**src/rtl/link_tx_arbiter.sv**
```systemverilog
// Round-robin arbiter that shares one 32-bit serial transmitter between NUM_REQ sources.
// Handshake: a requester holds req_valid/word until it sees its one-cycle req_ready pulse.
module link_tx_arbiter #(
  parameter int NUM_REQ       = 4,
  parameter int GAP_CYCLES    = 4,
  parameter int START_TIMEOUT = 16
) (
  input  logic                   clk,
  input  logic                   reset,
  input  logic                   enable,
  input  logic [NUM_REQ-1:0]     req_valid,
  input  logic [32*NUM_REQ-1:0]  req_word,
  output logic [NUM_REQ-1:0]     req_ready,
  output logic                   tx_start,
  output logic [31:0]            tx_word,
  input  logic                   tx_busy,
  output logic [2:0]             grant_id,
  output logic                   active,
  output logic                   timeout_err,
  output logic [15:0]            frames_sent,
  output logic [2:0]             dbg_state_o
);

  typedef enum logic [2:0] {
    S_IDLE      = 3'd0,
    S_ISSUE     = 3'd1,
    S_WAIT_BUSY = 3'd2,
    S_WAIT_DONE = 3'd3,
    S_GAP       = 3'd4
  } state_t;

  localparam logic [7:0] TO_LAST  = 8'(START_TIMEOUT - 1);
  localparam logic [7:0] GAP_LAST = (GAP_CYCLES == 0) ? 8'd0 : 8'(GAP_CYCLES - 1);

  state_t               state_q;
  logic [7:0]           cnt_q;
  logic [2:0]           last_grant_q;
  logic [2:0]           grant_id_q;
  logic [31:0]          tx_word_q;
  logic [NUM_REQ-1:0]   req_ready_q;
  logic                 tx_start_q;
  logic                 active_q;
  logic                 timeout_err_q;
  logic [15:0]          frames_q;

  logic                 win_found;
  logic [2:0]           win_idx;
  logic [31:0]          win_word;

  // Rotating priority: indices above last_grant first, then wrap to the low ones.
  always_comb begin
    win_found = 1'b0;
    win_idx   = '0;
    win_word  = '0;
    for (int i = 0; i < NUM_REQ; i++) begin
      if (!win_found && req_valid[i] && (3'(i) > last_grant_q)) begin
        win_found = 1'b1;
        win_idx   = 3'(i);
        win_word  = req_word[32*i +: 32];
      end
    end
    for (int i = 0; i < NUM_REQ; i++) begin
      if (!win_found && req_valid[i] && (3'(i) <= last_grant_q)) begin
        win_found = 1'b1;
        win_idx   = 3'(i);
        win_word  = req_word[32*i +: 32];
      end
    end
  end

  always_ff @(posedge clk or posedge reset) begin
    if (reset) begin
      state_q       <= S_IDLE;
      cnt_q         <= '0;
      last_grant_q  <= 3'(NUM_REQ - 1);
      grant_id_q    <= '0;
      tx_word_q     <= '0;
      req_ready_q   <= '0;
      tx_start_q    <= 1'b0;
      active_q      <= 1'b0;
      timeout_err_q <= 1'b0;
      frames_q      <= '0;
    end else begin
      tx_start_q    <= 1'b0;
      req_ready_q   <= '0;
      timeout_err_q <= 1'b0;
      case (state_q)
        S_IDLE: begin
          if (enable && !tx_busy && win_found) begin
            tx_word_q    <= win_word;
            grant_id_q   <= win_idx;
            last_grant_q <= win_idx;
            tx_start_q   <= 1'b1;
            req_ready_q  <= NUM_REQ'(1) << win_idx;
            active_q     <= 1'b1;
            state_q      <= S_ISSUE;
          end
        end
        S_ISSUE: begin
          cnt_q   <= '0;
          state_q <= S_WAIT_BUSY;
        end
        S_WAIT_BUSY: begin
          // Busy seen on the expiry cycle still counts as a successful start.
          if (tx_busy) begin
            state_q <= S_WAIT_DONE;
          end else if (cnt_q == TO_LAST) begin
            timeout_err_q <= 1'b1;
            cnt_q         <= '0;
            state_q       <= S_GAP;
          end else begin
            cnt_q <= cnt_q + 8'd1;
          end
        end
        S_WAIT_DONE: begin
          if (!tx_busy) begin
            frames_q <= frames_q + 16'd1;
            cnt_q    <= '0;
            state_q  <= S_GAP;
          end
        end
        S_GAP: begin
          if (cnt_q == GAP_LAST) begin
            active_q <= 1'b0;
            state_q  <= S_IDLE;
          end else begin
            cnt_q <= cnt_q + 8'd1;
          end
        end
        default: begin
          active_q <= 1'b0;
          state_q  <= S_IDLE;
        end
      endcase
    end
  end

  assign req_ready   = req_ready_q;
  assign tx_start    = tx_start_q;
  assign tx_word     = tx_word_q;
  assign grant_id    = grant_id_q;
  assign active      = active_q;
  assign timeout_err = timeout_err_q;
  assign frames_sent = frames_q;
  assign dbg_state_o = state_q;

endmodule

```
**config.mk**
```make
export PLATFORM = sky130hd
export DESIGN_NAME = link_tx_arbiter
export DESIGN_NICKNAME = d
export VERILOG_FILES = /design/src/rtl/link_tx_arbiter.sv
export SDC_FILE = /design/constraint.sdc
export NUM_CORES = 1
export LEC_CHECK = 0
export CORE_UTILIZATION = 40
export DETAILED_ROUTE_END_ITERATION = 8
export PLACE_DENSITY_LB_ADDON = 0.08
export SYNTH_ARGS = -nofsm -noshare
export SYNTH_HDL_FRONTEND = slang
export SYNTH_SLANG_ARGS = --single-unit
```
**constraint.sdc**
```tcl
create_clock -name clk -period 2.4 [get_ports clk]
set_input_delay 0.72 -clock clk [delete_from_list [all_inputs] [get_ports clk]]
set_output_delay 0.72 -clock clk [all_outputs]
set_load 0.05 [all_outputs]
```
==> summary.txt <==
Status
  – Status: finished clean

Drt
  – DRT iter0 DRCs: 639
  – Via density: 5.98
  – Pre-antenna DRT Iters: 7
  – Detailed-route via count: 6017
  – Post-DRT Antenna Nets: 0
  – Drc violations: 0
  – WL final: 19000 microns
  – Drt wl/cell: 18.9 microns

Logic synthesis
  – Part of the Yosys area used for sequential elements: 34.9%
  – Main combinational cell family by area after synthesis: compound AO/OA/AOI/OAI gates
  – Cells after synthesis: 615
  – Synth cell types: 52
  – Leading area contributor after synthesis: dfrtp_1
  – Ys flop type: dfrtp_1
  – Post-synth EDFFs: 0
  – Syn_nets: 753
  – XOR/XNOR Fraction of Synth Area: 2.61%
  – Syn avg cell area: 8.18 sq um
  – Top cells by count, synth: 68 x dfrtp_1, 57 x a21oi_1, 54 x nand2_1
  – YS warnings: 0
  – Post-synthesis register bit count: 70
  – Mux contribution to synthesized area: 1.22%
  – Compound-Gate Fraction of Synth Area: 29.8%
  – FFs w/ async S/R, synth: 100%
  – Post-Synth Adder-Cell Area: 0.498%
  – Synth Cell Area: 5030 sq um
  – Post-synth top area share: 33.8%
  – Post-synthesis simple-gate area fraction: 24.4%
  – Most frequent cell after synthesis: dfrtp_1
  – Area contributors post-synth: dfrtp_1 34%, a21oi_1 5.7%, nor3b_1 5.1%

Floorplanning
  – # IOs: 197
  – Die outline area: 13000 sq um
  – Starting Density: 41.5%
  – Core area: 12100 sq um
  – Num rows: 40
  – Die Wd: 114 microns
  – Die Ht: 114 microns

Placement
  – Post-DP HPWL: 13700 microns
  – Placed cell area: 7560 sq um
  – Gp weighted congestion: 0.931
  – Placed insts: 987
  – Port bufs: 195
  – Setup WS pre-CTS: -0.352 ns

Setup path
  – Slowest stage delay, CP: 0.47 ns
  – Family with the most delay on the worst path: buffers and inverters
  – Critical path fanouts, max: 12
  – R2R Setup Slk: 0.28 ns
  – Slowest cell on crit path: clkdlybuf4s50_1
  – Critical path buffer and inverter count: 3
  – WS Path Type: in2reg
  – CP arrival: 2.62 ns
  – Crit end category: register
  – Crit-path cells: clkdlybuf4s50_1, or3b_1, a311oi_4, buf_4, clkbuf_16, a221o_1, o21ai_1, a31oi_1
  – CP startpoint kind: input port
  – Req. time, crit path: 2.67 ns

Layout
  – Final Cell Area: 7960 sq um
  – Util after Layout: 65.7%
  – Fin cells: 1006
  – Layout cell share with drive strength beyond 1: 12.9%
  – Area Growth Syn to Fin: 58.3%
  – Nets: 971
  – # diodes: 0

Timing
  – Worst Skew: 0.00743 ns
  – Worst Hold Slack: 0.466 ns
  – Worst slew pin tran: 0.556 ns
  – Normalized max-slew margin: 62.8%
  – Tcrit/Tclk final: 97.9%
  – Slew Viols, Final: 0
  – RSZ-0062 raised after global routing: yes
  – Count of final setup violators: 0
  – Min Clock Period, post-route: 2.35 ns
  – Setup ws final: 0.0496 ns
  – Hold Vio Cnt, Final: 0
  – TNS Setup: 0 ns
  – Achievable Freq: 425 MHz

Global routing
  – Largest net degree at the start of global routing: 71
  – GRT busiest layer: met2
  – Initial antenna violation count: 0
  – Gr usage total: 28.8%
  – Global-route wire length before repair: 29300 microns
  – Met2 Resource Use GR: 47.5%
  – GRT overflow: 0
  – Met3 usage: 6.72%
  – Vias in the first global route: 5834
  – Met1 track demand over resource: 35.7%

Worst hold path
  – HP Class: reg2reg

Clocking
  – CTS max path bufs: 2
  – Clock transition at path regs: 0.06 ns
  – CTS H-tree depth: 3
  – CTS tree: done
  – CTS Root Cell: clkbuf_16
  – Latest clock arrival within the worst-skew pair: 0.35 ns
  – CTS Buf Count: 9
  – CTS sink cnt: 70

Power and ir drop
  – Leakage: 3.03 nW
  – Total power: 8.26 mW
  – Peak supply drop: 0.000563 V
  – Power per cell area: 1040 nW/um^2

Flow run
  – Max Cap Viol: 0
## sequential cells by signal (all words and copies together) (netlist names)
name	flops
tx_start	1
timeout_err	1
tx_word	32
dbg_state_o	3
active	1
grant_id	2
req_ready	4
last_grant_q	2
cnt_q	8
frames_sent	16
## cells in the final DEF (no fill, tap or decap), drive strengths merged, types with 32 or more instances in the layout
cell type	netlist	final
nor3b	34	34
dfrtp	68	68
buf	22	71
a21oi	57	57
o31ai	32	32
clkdlybuf4s50	0	194
o21ai	38	38
nand2	54	54
nand3	46	46
nor2	35	35
## power by group
group	internal [mW]	switching (mW)
Combinational	1.92	2.97
Clock	0.940	0.538
Sequential	1.57	0.328
Total	4.43	3.84
## final timing paths
kind	from	endpoint	cells past startpoint
setup / recovery	req_valid[2]	tx_word[13]$_DFFE_PP0P_	8
hold / removal	frames_sent[15]$_DFFE_PP0P_	frames_sent[15]$_DFFE_PP0P_	1
setup reg to reg	last_grant_q[0]$_DFFE_PP1P_	tx_word[13]$_DFFE_PP0P_	7
hold reg to reg	frames_sent[15]$_DFFE_PP0P_	frames_sent[15]$_DFFE_PP0P_	1
max in group asynchronous	reset	last_grant_q[0]$_DFFE_PP1P_	3
min in group asynchronous	reset	frames_sent[6]$_DFFE_PP0P_	3
## metal layers
layer | part of all wire (%) | wire [microns] | vias up
met1 | 39 | 7420 | 2821
met2 | 49 | 9270 | 372
li1 | - | - | 2754
met5 | 0 | 0 | -
met3 | 8.7 | 1650 | 70
met4 | 3.7 | 708 | 0
## worst register-to-register path, stage by stage, from the launching register on
cell and delay, ns:
dfstp_2 0.64, or3b_1 0.42, a311oi_4 0.28, buf_4 0.18
clkbuf_16 0.17, a221o_1 0.14, o21ai_1 0.06, a31oi_1 0.16
## timing repair
item | 4_1_cts | 5_1_grt
gates cloned | 0 | 1
setup buffers | 0 | 2
pin swaps | 0 | 5
endpoints found under the setup margin | 1 | 37
hold buffers | 0 | 0
resized for setup | 1 | 10
## kinds of logic (layout without fill, tap and decap cells)
family | Yosys count | after routing
XOR/XNOR | 15 | 15
adder cells (fa/ha/maj) | 2 | 2
flip-flops | 70 | 70
other | 1 | 1
AO/OA/AOI/OAI | 216 | 216
multiplexers | 6 | 6
buffers and inverters | 74 | 297
AND/OR/NAND/NOR | 231 | 231
## cell type report
class                   count  area [sq um]
fillers                  1020          4150
repair buffers            267          2600
multi-input cells         471          3020
flip-flops and latches     70          1750
clock buffers              11           243
well taps                 168           210
inverters                  14          58.8
clock inverters             5          81.3
Note: power is estimated with default switching activity, not from simulation.
